<file path="src/rtl/cw_bridge_master_if.sv">
// Host byte port and gr-heep bridge write port of cw_bridge_master.
interface cw_bridge_master_if;
  logic        host_we_i;
  logic        host_re_i;
  logic [3:0]  host_addr_i;
  logic [7:0]  host_wdata_i;
  logic [7:0]  host_rdata_o;
  logic        req_o;
  logic        we_o;
  logic [3:0]  be_o;
  logic [31:0] addr_o;
  logic [31:0] wdata_o;
  logic        gnt_i;

  modport master (
    input  host_we_i, host_re_i, host_addr_i, host_wdata_i, gnt_i,
    output host_rdata_o, req_o, we_o, be_o, addr_o, wdata_o
  );

  modport slave (
    output host_we_i, host_re_i, host_addr_i, host_wdata_i, gnt_i,
    input  host_rdata_o, req_o, we_o, be_o, addr_o, wdata_o
  );
endinterface

</file>
<file path="src/rtl/cw_bridge_master.sv">
// Host-to-bridge write master: byte-wide staging registers, command FIFO, REQ/GNT issue FSM.
// Optional grant timeout is enabled by defining CW_BRIDGE_TIMEOUT_EN.
module cw_bridge_master #(
  parameter int FIFO_DEPTH     = 4,
  parameter int TIMEOUT_CYCLES = 1024
) (
  input  logic               clk_i,
  input  logic               rst_ni,
  cw_bridge_master_if.master bus
);
  localparam int AW = (FIFO_DEPTH > 1) ? $clog2(FIFO_DEPTH) : 1;

  typedef struct packed {
    logic [31:0] addr;
    logic [31:0] wdata;
    logic [3:0]  be;
  } cmd_t;

  typedef enum logic { IDLE = 1'b0, REQ = 1'b1 } state_t;

  if (FIFO_DEPTH < 2 || (FIFO_DEPTH & (FIFO_DEPTH - 1)) != 0) begin : g_bad_depth
    $error("FIFO_DEPTH must be a power of 2 and at least 2");
  end
  if (TIMEOUT_CYCLES < 1) begin : g_bad_timeout
    $error("TIMEOUT_CYCLES must be at least 1");
  end

  logic [31:0] stg_addr, stg_wdata;
  logic [3:0]  stg_be;
  logic        ctrl_wr, push_cmd, clr_flags;

  assign ctrl_wr   = bus.host_we_i && (bus.host_addr_i == 4'h9);
  assign push_cmd  = ctrl_wr && bus.host_wdata_i[0];
  assign clr_flags = ctrl_wr && bus.host_wdata_i[1];

  always_ff @(posedge clk_i or negedge rst_ni) begin
    if (!rst_ni) begin
      stg_addr  <= '0;
      stg_wdata <= '0;
      stg_be    <= 4'hF;
    end else if (bus.host_we_i) begin
      case (bus.host_addr_i[3:2])
        2'b00:   stg_addr[{bus.host_addr_i[1:0], 3'b000} +: 8]  <= bus.host_wdata_i;
        2'b01:   stg_wdata[{bus.host_addr_i[1:0], 3'b000} +: 8] <= bus.host_wdata_i;
        2'b10:   if (bus.host_addr_i[1:0] == 2'b00) stg_be <= bus.host_wdata_i[3:0];
        default: ;
      endcase
    end
  end

  // Command FIFO; the head stays resident until its handshake (or timeout) pops it.
  cmd_t          mem [FIFO_DEPTH];
  logic [AW:0]   wr_ptr, rd_ptr, fill;
  logic [AW-1:0] rd_idx, nxt_idx;
  logic          fifo_empty, fifo_full, fifo_push, more_queued;
  logic          handshake, tmo_evt, advance, load_head, load_next;

  assign fill        = wr_ptr - rd_ptr;
  assign fifo_empty  = (fill == '0);
  assign fifo_full   = (fill == (AW+1)'(FIFO_DEPTH));
  assign more_queued = (fill > (AW+1)'(1));
  assign fifo_push   = push_cmd && !fifo_full;
  assign rd_idx      = rd_ptr[AW-1:0];
  assign nxt_idx     = rd_idx + AW'(1);

  always_ff @(posedge clk_i) begin
    if (fifo_push) mem[wr_ptr[AW-1:0]] <= '{addr: stg_addr, wdata: stg_wdata, be: stg_be};
  end

  always_ff @(posedge clk_i or negedge rst_ni) begin
    if (!rst_ni) begin
      wr_ptr <= '0;
      rd_ptr <= '0;
    end else begin
      if (fifo_push) wr_ptr <= wr_ptr + (AW+1)'(1);
      if (advance)   rd_ptr <= rd_ptr + (AW+1)'(1);
    end
  end

  state_t state, state_nxt;

  always_ff @(posedge clk_i or negedge rst_ni) begin
    if (!rst_ni) state <= IDLE;
    else         state <= state_nxt;
  end

  always_comb begin
    state_nxt = state;
    case (state)
      IDLE:    if (!fifo_empty) state_nxt = REQ;
      REQ:     if (advance && !more_queued) state_nxt = IDLE;
      default: state_nxt = IDLE;
    endcase
  end

  always_comb begin
    handshake = 1'b0;
    load_head = 1'b0;
    case (state)
      IDLE:    load_head = !fifo_empty;
      REQ:     handshake = bus.gnt_i;
      default: ;
    endcase
    advance   = handshake || tmo_evt;
    load_next = advance && more_queued;
  end

  logic timeout_flag;

`ifdef CW_BRIDGE_TIMEOUT_EN
  localparam int TW = $clog2(TIMEOUT_CYCLES + 1);
  logic [TW-1:0] wait_cnt;

  // Counts grant-less cycles of the entry currently on the bus.
  assign tmo_evt = (state == REQ) && !bus.gnt_i && (wait_cnt == TW'(TIMEOUT_CYCLES - 1));

  always_ff @(posedge clk_i or negedge rst_ni) begin
    if (!rst_ni)                                   wait_cnt <= '0;
    else if (state != REQ || advance || load_head) wait_cnt <= '0;
    else                                           wait_cnt <= wait_cnt + TW'(1);
  end

  always_ff @(posedge clk_i or negedge rst_ni) begin
    if (!rst_ni) timeout_flag <= 1'b0;
    else begin
      if (clr_flags) timeout_flag <= 1'b0;
      if (tmo_evt)   timeout_flag <= 1'b1;
    end
  end
`else
  assign tmo_evt      = 1'b0;
  assign timeout_flag = 1'b0;
`endif

  logic req_q;
  cmd_t out_cmd;

  always_ff @(posedge clk_i or negedge rst_ni) begin
    if (!rst_ni) begin
      req_q   <= 1'b0;
      out_cmd <= '0;
    end else if (load_head) begin
      req_q   <= 1'b1;
      out_cmd <= mem[rd_idx];
    end else if (load_next) begin
      out_cmd <= mem[nxt_idx];
    end else if (advance) begin
      req_q   <= 1'b0;
    end
  end

  assign bus.req_o   = req_q;
  assign bus.we_o    = req_q;
  assign bus.addr_o  = out_cmd.addr;
  assign bus.wdata_o = out_cmd.wdata;
  assign bus.be_o    = out_cmd.be;

  logic [15:0] txcnt;
  logic        overflow_flag;

  always_ff @(posedge clk_i or negedge rst_ni) begin
    if (!rst_ni) begin
      txcnt         <= '0;
      overflow_flag <= 1'b0;
    end else begin
      if (handshake) txcnt <= txcnt + 16'd1;
      // A set in the same write as a clear wins: the drop happened after the clear.
      if (clr_flags)            overflow_flag <= 1'b0;
      if (push_cmd && fifo_full) overflow_flag <= 1'b1;
    end
  end

  logic [7:0] rd_mux;

  always_comb begin
    rd_mux = 8'h00;
    case (bus.host_addr_i)
      4'h0:    rd_mux = stg_addr[7:0];
      4'h1:    rd_mux = stg_addr[15:8];
      4'h2:    rd_mux = stg_addr[23:16];
      4'h3:    rd_mux = stg_addr[31:24];
      4'h4:    rd_mux = stg_wdata[7:0];
      4'h5:    rd_mux = stg_wdata[15:8];
      4'h6:    rd_mux = stg_wdata[23:16];
      4'h7:    rd_mux = stg_wdata[31:24];
      4'h8:    rd_mux = {4'b0, stg_be};
      4'hA:    rd_mux = {4'b0, timeout_flag, overflow_flag, fifo_full, fifo_empty};
      4'hB:    rd_mux = txcnt[7:0];
      4'hC:    rd_mux = txcnt[15:8];
      default: rd_mux = 8'h00;
    endcase
  end

  always_ff @(posedge clk_i or negedge rst_ni) begin
    if (!rst_ni)            bus.host_rdata_o <= 8'h00;
    else if (bus.host_re_i) bus.host_rdata_o <= rd_mux;
  end
endmodule

</file>
<file path="src/flat_wrapper.sv">
// flat-port wrapper written by rule: the top's interface ports become plain ports
module cw_bridge_master_flat 
#(
  parameter int FIFO_DEPTH     = 4,
  parameter int TIMEOUT_CYCLES = 1024
)
  (clk_i, rst_ni, bus_host_we_i, bus_host_re_i, bus_host_addr_i, bus_host_wdata_i, bus_gnt_i, bus_host_rdata_o, bus_req_o, bus_we_o, bus_be_o, bus_addr_o, bus_wdata_o);
  cw_bridge_master_if bus_i ();
  input  logic clk_i;
  input  logic rst_ni;
  input wire logic [$bits(bus_i.host_we_i)-1:0] bus_host_we_i;
  input wire logic [$bits(bus_i.host_re_i)-1:0] bus_host_re_i;
  input wire logic [$bits(bus_i.host_addr_i)-1:0] bus_host_addr_i;
  input wire logic [$bits(bus_i.host_wdata_i)-1:0] bus_host_wdata_i;
  input wire logic [$bits(bus_i.gnt_i)-1:0] bus_gnt_i;
  output wire logic [$bits(bus_i.host_rdata_o)-1:0] bus_host_rdata_o;
  output wire logic [$bits(bus_i.req_o)-1:0] bus_req_o;
  output wire logic [$bits(bus_i.we_o)-1:0] bus_we_o;
  output wire logic [$bits(bus_i.be_o)-1:0] bus_be_o;
  output wire logic [$bits(bus_i.addr_o)-1:0] bus_addr_o;
  output wire logic [$bits(bus_i.wdata_o)-1:0] bus_wdata_o;
  assign bus_i.host_we_i = bus_host_we_i;
  assign bus_i.host_re_i = bus_host_re_i;
  assign bus_i.host_addr_i = bus_host_addr_i;
  assign bus_i.host_wdata_i = bus_host_wdata_i;
  assign bus_i.gnt_i = bus_gnt_i;
  assign bus_host_rdata_o = bus_i.host_rdata_o;
  assign bus_req_o = bus_i.req_o;
  assign bus_we_o = bus_i.we_o;
  assign bus_be_o = bus_i.be_o;
  assign bus_addr_o = bus_i.addr_o;
  assign bus_wdata_o = bus_i.wdata_o;
  cw_bridge_master #(.FIFO_DEPTH(FIFO_DEPTH), .TIMEOUT_CYCLES(TIMEOUT_CYCLES)) u_core (.clk_i(clk_i), .rst_ni(rst_ni), .bus(bus_i));
endmodule
</file>
<file path="config.mk">
export PLATFORM = sky130hd
export DESIGN_NAME = cw_bridge_master_flat
export DESIGN_NICKNAME = d
export VERILOG_FILES = /design/src/rtl/cw_bridge_master_if.sv /design/src/rtl/cw_bridge_master.sv /design/src/flat_wrapper.sv
export SDC_FILE = /design/constraint.sdc
export NUM_CORES = 1
export LEC_CHECK = 0
export ABC_AREA = 1
export ABC_CLOCK_PERIOD_IN_PS = 6590
export BUFFER_PORTS_ARGS = -buffer_cell sky130_fd_sc_hd__buf_4
export CORE_ASPECT_RATIO = 1.75
export CORE_MARGIN = 2
export CORE_UTILIZATION = 45
export CTS_BUF_LIST = sky130_fd_sc_hd__clkbuf_2
export CTS_CLUSTER_DIAMETER = 100
export CTS_CLUSTER_SIZE = 24
export DETAILED_ROUTE_END_ITERATION = 6
export PLACE_DENSITY = 0.7
export SYNTH_ARGS = -nofsm -noshare
export SYNTH_HDL_FRONTEND = slang
export SYNTH_SLANG_ARGS = --single-unit
</file>
<file path="constraint.sdc">
create_clock -name clk_i -period 6.59 [get_ports clk_i]
set_input_delay 1.318 -clock clk_i [delete_from_list [all_inputs] [get_ports clk_i]]
set_output_delay 1.318 -clock clk_i [all_outputs]
set_load 0.1 [all_outputs]
</file>
After elaboration in Yosys (flattened, before gate mapping)

Memories as Yosys holds them, arrays and structs flattened.
Cells that the tools add are included.
W data, S select, Z words.

Register bits after elaboration: 169
Bits in writable memories: 272
Bits of input ports: 17
Output and inout port bits: 78
Word-level logic and storage cells: 78
Memories: 1

$add $sub $neg: 6
Magnitude comparators: 1
Equal/unequal tests: 16
Shift-type cells: 2
Muxes and demuxes: 17
Bitwise logic cells: 1
Reductions and logical operators: 21

Memory list:

| name       | depth | bits a word | read ports | clocked after memory_dff | wr ports | RTL line               | text |
|---|---|---|---|---|---|---|---|
| u_core.mem | 4     | 68          | 2          | 0                        | 1        | cw_bridge_master.sv:52 | `cmd_t mem [FIFO_DEPTH];` |

Operators by type and width:

| operator                 | number |
|---|---|
| $mux W68                 | 2 |
| $pmux W8 S12             | 1 |
| $bwmux W32               | 2 |
| $shift A8 B7 Y32 const A | 1 |
| $shiftx A8 B7 Y32        | 1 |
| $eq A4 B4 Y1 const B     | 5 |
| $add A16 B1 Y16 const B  | 1 |
| $eq A4 B3 Y1 const B     | 4 |
| $mux W1                  | 11 |
| $eq A4 B2 Y1 const B     | 2 |
| $logic_and A1 B1 Y1      | 7 |
| $neg A5 Y7               | 1 |
| $add A3 B1 Y3 const B    | 2 |
| $reduce_and A2 Y1        | 3 |
| $reduce_bool A2 Y1       | 3 |
| $eq A4 B1 Y1 const B     | 1 |
| $logic_not A2 Y1         | 2 |
| $logic_not A4 Y1         | 1 |
| $eq A3 B3 Y1 const B     | 1 |
| $gt A3 B1 Y1 const B     | 1 |
| $logic_not A1 Y1         | 3 |
| $logic_not A3 Y1         | 1 |
| $reduce_and A3 Y1        | 1 |
| $sub A3 B3 Y3            | 1 |
| 6 further kinds          | 6 |

Logic depth before layout (Yosys ltp)

Gate-level depths: netlist of run 1.

Word-level depth: 6
Mapped depth: 12

Worst setup path before layout of run 1

Ideal clock, no wire load.

Path type: in2reg
From: input bus_host_addr_i[1]
To: memory u_core.mem[0][0] in the netlist's numbering (enable)
Arrival time: 4.905 ns
Required time: 6.096 ns
Slack: 1.190 ns
Cell stages on the path: 6
Buffers on the path: 0
Cell sequence: inv_1 > ha_1 > inv_1 > nor3_2 > nand2_2 > nor2_1

Word-level cells in the longest chain between the ends: 6

Ends and longest elaborated chain:

| element                       | RTL line               | text |
|---|---|---|
| from (decl)                   | flat_wrapper.sv:13     | `input wire logic [$bits(bus_i.host_addr_i)-1:0] bus_host_addr_i;` |
| $eq A4 B4 Y1                  | cw_bridge_master.sv:32 | `assign ctrl_wr = bus.host_we_i && (bus.host_addr_i == 4'h9);` |
| $logic_and A1 B1 Y1           | cw_bridge_master.sv:32 |  |
| $logic_and A1 B1 Y1           | cw_bridge_master.sv:33 | `assign push_cmd = ctrl_wr && bus.host_wdata_i[0];` |
| $logic_and A1 B1 Y1           | cw_bridge_master.sv:62 | `assign fifo_push = push_cmd && !fifo_full;` |
| $mux W1                       | cw_bridge_master.sv:67 | `if (fifo_push) mem[wr_ptr[AW-1:0]] <= '{addr: stg_addr, wdata: stg_wdata, be: stg_be};` |
| $mux W1 (not written as such) | cw_bridge_master.sv:67 |  |
| to (decl)                     | cw_bridge_master.sv:52 |  |

No other way between the ends.

Worst setup path after layout of run 1

From: register u_core.rd_ptr[0]
To: register u_core.out_cmd, in the netlist u_core.bus.wdata_o[26]

Word-level cells in the longest chain between the ends: 5
Elaborated cells between the ends (all ways): 11
Those cells by class: 2 x add/sub; 1 x order compare; 3 x mux; 4 x reduce/logical; 1 x memory

Ends and longest elaborated chain:

| element                                               | RTL line                | text |
|---|---|---|
| from (decl)                                           | cw_bridge_master.sv:53  | `logic [AW:0] wr_ptr, rd_ptr, fill;` |
| from (signal assigned)                                | cw_bridge_master.sv:76  | `if (advance) rd_ptr <= rd_ptr + (AW+1)'(1);` |
| branches (longest 5 deep; another with $sub A3 B3 Y3) | --                      |  |
| to (signal assigned)                                  | cw_bridge_master.sv:144 | `out_cmd <= mem[rd_idx];` |
| to (signal assigned)                                  | cw_bridge_master.sv:146 | `out_cmd <= mem[nxt_idx];` |
| to (decl)                                             | cw_bridge_master.sv:136 | `cmd_t out_cmd;` |

Several ways; the timed one is not identified. The select of a mux whose other input is x is not followed.
A chain may end at the register's enable or synchronous reset.

==> summary.txt, run 1 <==
Die span in x - 166 µm
Mapped cell area - 20600 µm²
Wire length per cell - 20.3 µm
Buf+Inv Stages, Crit Path - 4
Num rows - 103
Delay-heaviest family, CP - buffers and inverters
Cts hold-fix bufs - 0
Drt total wl - 56.1 mm
Slew Limit Fails - 0
Tcrit/Tclk final - 0.729
Num CTS Buffers - 22
Finished Core Util - 0.483
Final setup viols - 0
CTS sink cnt - 441
Syn_area_per_cell - 9.53 µm²
Post-Syn Instances - 2158
Post_cts resized - 0
Remaining global-route overflow - 0
GRT Total Usage - 0.237
Crit path time final - 4810 ps
Initial Utilization - 0.456
Drt first pass iters - 5
Filler cell count - 4146
Worst-path clk slew - 500 ps
Crit path largest cell delay - 1050 ps
Worst Hold Class - input pin to async pin
Initial DRC Count - 1486
Status - completed
Multi-input logic area - 7150 µm²
CP Class - flop to flop
Vias in the first global route - 15876
FMAX - 208 MHz
Worst vdd ir - 0.363 mV
Largest net degree at the start of global routing - 175
Die Area - 47500 µm²
CTS Root Cell - clkbuf_2
Fin. Hold Viols - 0
First-pass GRT wire length - 87.1 mm
HPWL after DPL - 36.4 mm
IO Pins - 95
Routed vias/inst - 5.78
DR vias - 15946
Worst skew pair latency - 1110 ps
TNS Setup - 0 ps
PD cells - 479 nW/µm²
Die height - 287 µm
Max-slew headroom - 0.238
Share of cells above drive strength 1 - 0.0986
Crit path DAT - 5740 ps
Initial antenna violation count - 1
Reg2reg start - u_core.rd_ptr[0]
Port buffer count - 94
Critical path's slowest cell - dfrtp_4
Layout Area Growth over Synthesis - 6.02%
RSZ-0062 raised after global routing - false
Max-cap violation count - 0
LEAKAGE - 8.84 nW
Remaining DRCs - 0
Placer congestion estimate - 0.961
CP Launch Type - flop
Clk_skew - 137 ps
Placed Area - 21600 µm²
Sequential cell area - 12400 µm²
Depth of the worst register-to-register path - 12
Number of synthesized register bits - 441
Crit-path cells - ha_1 > fa_1 > nand2_1 > inv_1 > nand3_4 > nand2_2 > buf_4 > nand2_2 > buf_4 > clkinv_2 > nand2_1 > nand3_1
Antenna Nets Post-Route - 0
Setup repair bufs after CTS - 0
Synthesis Warnings - 0
Required @ worst endpoint - 7520 ps
Nets - 2195
Core ar. - 45100 µm²
Fin area - 21800 µm²
Synth unique cells - 37
Crit Reg-Reg Endpoint - u_core.bus.wdata_o[26]
Register area share after synthesis - 0.603
Mapped Nets - 2188
Worst Setup End Kind - flop
Worst-path fanout max - 80
CTS tree - yes
Worst slew pin tran - 1140 ps
CTS max path bufs - 3
H-tree levels - 1
R2r setup slk - 1780 ps
[area by class of cell]
class                      instances  area share
sequential                       441       0.569
multi-input combinational       1468       0.328
timing repair buffer             113      0.0391
tap                              577      0.0331
inverter                         119      0.0208
clock buffer                      39     0.00895
clock inverter                     1    0.000746
antenna                            3    0.000344
[metrics by stage]
step | instances | hold slack (ps) | setup WS, ps | power [mW]
after floorplan | 2158 | 442 | 1190 | 8.11
after global placement | 2718 | 452 | 1930 | 9.35
after detailed placement | 2718 | 459 | 1740 | 9.55
after CTS | 2758 | 108 | 1690 | 10.5
after global routing | 2759 | 134 | 1420 | 11.2
final | 2761 | 136 | 1780 | 10.4
[state kept, by name, summed over array words and instances, names as in the netlist]
name	flops
u_core.bus.wdata_o	32
u_core.txcnt	16
u_core.rd_ptr	3
u_core.stg_wdata	32
u_core.state	1
u_core.stg_be	4
u_core.bus.be_o	4
u_core.stg_addr	32
u_core.bus.host_rdata_o	8
u_core.bus.addr_o	32
u_core.mem	272
u_core.wr_ptr	3
u_core.overflow_flag	1
u_core.bus.req_o	1
[cell usage after synthesis]
master / number / share of area
nor2_2: 1 / 0.00030
nand3_1: 70 / 0.017
inv_1: 113 / 0.021
nor2_4: 4 / 0.0022
buf_2: 55 / 0.013
fa_1: 1 / 0.00097
o22ai_1: 22 / 0.0067
clkinv_1: 1 / 0.00018
ha_1: 12 / 0.0073
nand2_1: 393 / 0.072
clkinv_2: 1 / 0.00024
nor3_4: 2 / 0.0016
nor3b_1: 1 / 0.00037
mux2_1: 9 / 0.0049
a21oi_1: 85 / 0.021
o21ai_1: 24 / 0.0058
o21a_1: 7 / 0.0026
nor3_2: 2 / 0.00097
buf_6: 4 / 0.0022
o21ai_0: 352 / 0.086
nand2_2: 8 / 0.0024
nand4_1: 41 / 0.012
edfxtp_1: 272 / 0.40
xnor2_1: 4 / 0.0017
dfstp_2: 4 / 0.0051
nor2_1: 330 / 0.060
buf_1: 7 / 0.0013
xor2_1: 12 / 0.0051
inv_2: 4 / 0.00073
mux2_2: 27 / 0.015
nor3b_2: 1 / 0.00061
o211ai_1: 33 / 0.012
buf_4: 5 / 0.0018
o31ai_1: 7 / 0.0026
nor3_1: 20 / 0.0049
clkbuf_1: 59 / 0.011
dfrtp_1: 165 / 0.20
[logic make-up (layout without fill, tap and decap cells)]
group,after synthesis,after routing,share of synthesized area
AOI/OAI and AO/OA,530,530,0.136
xor gates and xnor gates,16,16,0.00681
adders and majority gates,13,13,0.00827
buffers and inverters,249,272,0.0512
DFF,441,441,0.603
muxes,36,36,0.0197
other,0,3,0
and+or+nand+nor,873,873,0.175
[per-layer routing]
metal | share of wire | track usage
met1 | 0.39 | 0.283
met2 | 0.53 | 0.438
met3 | 0.049 | 0.0222
met4 | 0.031 | 0.0888
met5 | 0 | 0
[power by group]
part           internal [mW]  leakage (nW)  total, mW  switching, mW
combinational           1.39          4.07       5.77           4.38
sequential              3.34          4.60       3.72          0.381
clock                  0.155         0.169      0.951          0.796
[how the worst max path moves through the flow]
stage	from	end	slack, ps	cells past startpoint
2_1_floorplan	bus_host_addr_i[1]	u_core.mem[0][0]	1190	6
3_3_place_gp	u_core.rd_ptr[0]	u_core.bus.be_o[1]	1930	12
3_5_place_dp	u_core.rd_ptr[0]	u_core.bus.wdata_o[26]	1740	12
4_1_cts	u_core.rd_ptr[0]	u_core.bus.wdata_o[26]	1690	12
5_1_grt	u_core.rd_ptr[0]	u_core.bus.wdata_o[31]	1420	12
6_report	u_core.rd_ptr[0]	u_core.bus.wdata_o[26]	1780	12
[placed cells by master, fill, tap and decap left out]
master and instances:
nand2_1 393, o21ai_0 352, nor2_1 327, edfxtp_1 272
dfrtp_1 163, buf_4 112, inv_1 111, a21oi_1 85
nand3_1 69, nand4_1 41, clkbuf_2 39, o211ai_1 33
mux2_2 27, o21ai_1 24, o22ai_1 22, nor3_1 20
xor2_1 12, ha_1 12, mux2_1 9, nand2_2 8
nor2_4 8, o31ai_1 7, o21a_1 7, inv_2 4
xnor2_1 4, dfstp_2 4, diode_2 3, nor3_2 2
clkinv_2 2, nor3_4 2, nand3_4 1, clkinv_1 1
inv_6 1, nor3b_1 1, nor3b_2 1, fa_1 1
inv_12 1, buf_6 1, dfrtp_4 1, dfrtp_2 1
(Power assumes the default switching activity.)
==> run 2, diff against run 1 <==
ABC_CLOCK_PERIOD_IN_PS = 4450   (was 6590)
clock period = 4.45 ns   (was 6.59 ns; I/O delays follow)
==> run 2 against run 1 <==
Effect of this change: critical path depth down 2; final area up 1.1%; global-route usage down 0.18 points; register-to-register slack worse by 820 ps; sequential cell count unchanged; total power up 49%; sequential share of layout area down 0.61 points; largest cell class unchanged; worst hold slack worse by 41 ps; utilization up 0.52 points; via count down 0.31%; die area unchanged.
==> summary.txt, run 2 (synthesis results as in run 1) <==
Status - completed
Die height - 287 µm (unchanged)
Post_cts resized - 0 (unchanged)
Initial Utilization - 0.456 (unchanged)
RSZ-0062 raised after global routing - false
Clk_skew - 195 ps (+57.7 ps)
Core ar. - 45100 µm² (unchanged)
Setup slack after layout - 961 ps (-822 ps)
IO Pins - 95 (unchanged)
Placed Area - 21800 µm² (+1.0%)
Setup repair bufs after CTS - 0 (unchanged)
Critical path's slowest cell - dfrtp_4
Num rows - 103 (unchanged)
LEAKAGE - 8.95 nW (+1.3%)
Finished Layout Cells - 2775 (+0.51%)
Required @ worst endpoint - 5400 ps (-2120 ps)
H-tree levels - 1 (unchanged)
Placer congestion estimate - 0.980 (+2.0%)
Pre-CTS setup slack - 1010 ps (-738 ps)
Crit path DAT - 4440 ps (-1300 ps)
Reg2reg start - u_core.rd_ptr[0]
Drt first pass iters - 5 (unchanged)
Crit path from - u_core.rd_ptr[0]
Worst-path fanout max - 46 (-43%)
Vias in the first global route - 15592 (-1.8%)
Worst vdd ir - 0.525 mV (+45%)
Layout Area Growth over Synthesis - 7.17%
CP Launch Type - flop
Filler cell count - 4175 (+0.70%)
Slew Limit Fails - 0 (unchanged)
Final setup viols - 0 (unchanged)
Crit path time final - 3490 ps (-1320 ps)
CP Class - flop to flop
Share of cells above drive strength 1 - 0.104 (+0.00565)
FMAX - 287 MHz (+38%)
Crit-path cells - ha_1 > fa_1 > inv_1 > nand3_1 > nand3_1 > nand2_2 > nand2_2 > clkinv_2 > nand2_1 > nand2_1
Fin. Hold Viols - 0 (unchanged)
First-pass GRT wire length - 86.3 mm (-0.90%)
Worst slew pin tran - 1050 ps (-94.3 ps)
Commonest non-fill, non-tap cell in the layout - nand2_1
CTS sink cnt - 441 (unchanged)
DR vias - 15897 (-0.31%)
Worst Hold Class - input pin to flop
Fin area - 22000 µm² (+1.1%)
Num CTS Buffers - 22 (unchanged)
GRT Total Usage - 0.236 (-0.00179)
CTS Root Cell - clkbuf_2
Routed vias/inst - 5.73 (-0.81%)
Worst hold slack - 95.0 ps (-40.8 ps)
Remaining global-route overflow - 0 (unchanged)
Total chip power - 15.5 mW (+49%)
Die span in x - 166 µm (unchanged)
CTS max path bufs - 3 (unchanged)
Worst skew pair latency - 1100 ps (about the same)
Worst-path clk slew - 460 ps (-40 ps)
Initial antenna violation count - 2 (+1)
Crit path largest cell delay - 750 ps (-300 ps)
Remaining DRCs - 0 (unchanged)
CTS tree - yes
HPWL after DPL - 37.2 mm (+2.3%)
Cell count after placement - 2732 (+0.52%)
Worst Setup End Kind - flop
Wire length per cell - 20.0 µm (-1.4%)
Commonest non-fill, non-tap cells in the layout - nand2_1, o21ai_0, nor2_1
Max-slew headroom - 0.297 (+0.0591)
Antenna Nets Post-Route - 0 (unchanged)
Largest net degree at the start of global routing - 238 (+36%)
Tcrit/Tclk final - 0.784 (+0.0547)
Port buffer count - 94 (unchanged)
PD cells - 705 nW/µm² (+47%)
Initial DRC Count - 1274 (-14%)
Max-cap violation count - 0 (unchanged)
Number of flip-flops in the largest register - 272 (unchanged)
Drt total wl - 55.6 mm (-0.95%)
Worst min-delay path startpoint - bus_host_wdata_i[4]
Nets - 2211 (+0.73%)
Die Area - 47500 µm² (unchanged)
[run 2: cell types whose count changed in the layout (fill, tap and decap cells not counted)]
cell,change
buf_12,+10
buf_4,+4
clkinv_2,-1
diode_2,-2
dlygate4sd3_1,+2
inv_2,+1
nand3_2,+1
nand3_4,-1
[run 2: path summary, 6_finish.rpt]
path	cells past startpoint	endpoint	slack, ps
min in group asynchronous	2	u_core.bus.addr_o[30]	280
hold reg to reg	1	u_core.txcnt[10]	510
setup reg to reg	10	u_core.bus.addr_o[6]	960
hold / removal	5	u_core.stg_addr[20]	100
max in group asynchronous	3	u_core.txcnt[13]	3100
setup / recovery	10	u_core.bus.addr_o[6]	960
[run 2: report_power, final]
part	switching [mW]	internal (mW)
clock	1.17	0.230
combinational	6.53	2.14
sequential	0.508	4.95
total	8.21	7.32
[run 2: final cells by class]
| class | instances | area (µm²) | area share |
|---|---|---|---|
| clock buffer | 39 | 195 | 0.00886 |
| inverter | 119 | 453 | 0.0206 |
| antenna | 1 | 2.50 | 0.000114 |
| clock inverter | 1 | 16.3 | 0.000738 |
| timing repair buffer | 129 | 1100 | 0.0500 |
| tap | 577 | 722 | 0.0328 |
| multi-input combinational | 1468 | 7140 | 0.324 |
| sequential | 441 | 12400 | 0.563 |
[run 2: repair_timing]
item,CTS,global route
hold buffers,2,0
hold endpoints to repair,65,0
setup endpoints to repair,0,0
[run 2: stage by stage]
step | TNS (ps) | utilization
6_report | 0 | 0.489
5_1_grt | 0 | 0.489
4_1_cts | 0 | 0.489
3_5_place_dp | 0 | 0.483
3_3_place_gp | 0 | 0.483
2_1_floorplan | -106470 | -
[run 2: routing by layer]
metal,share of wire,wire (µm),up-vias,GRT usage
met5,0.00023,13,-,0
met4,0.029,1600,2,0.0884
met3,0.052,2880,105,0.0162
met2,0.54,30000,580,0.432
met1,0.38,21100,7789,0.287
li1,-,-,7421,-
[run 2: worst max-delay path: cells and delay by family (launching register included)]
family	cells	cell delay (ps)
DFF	1	750
adders and majority gates	2	700
buffers and inverters	2	650
and+or+nand+nor	6	1250
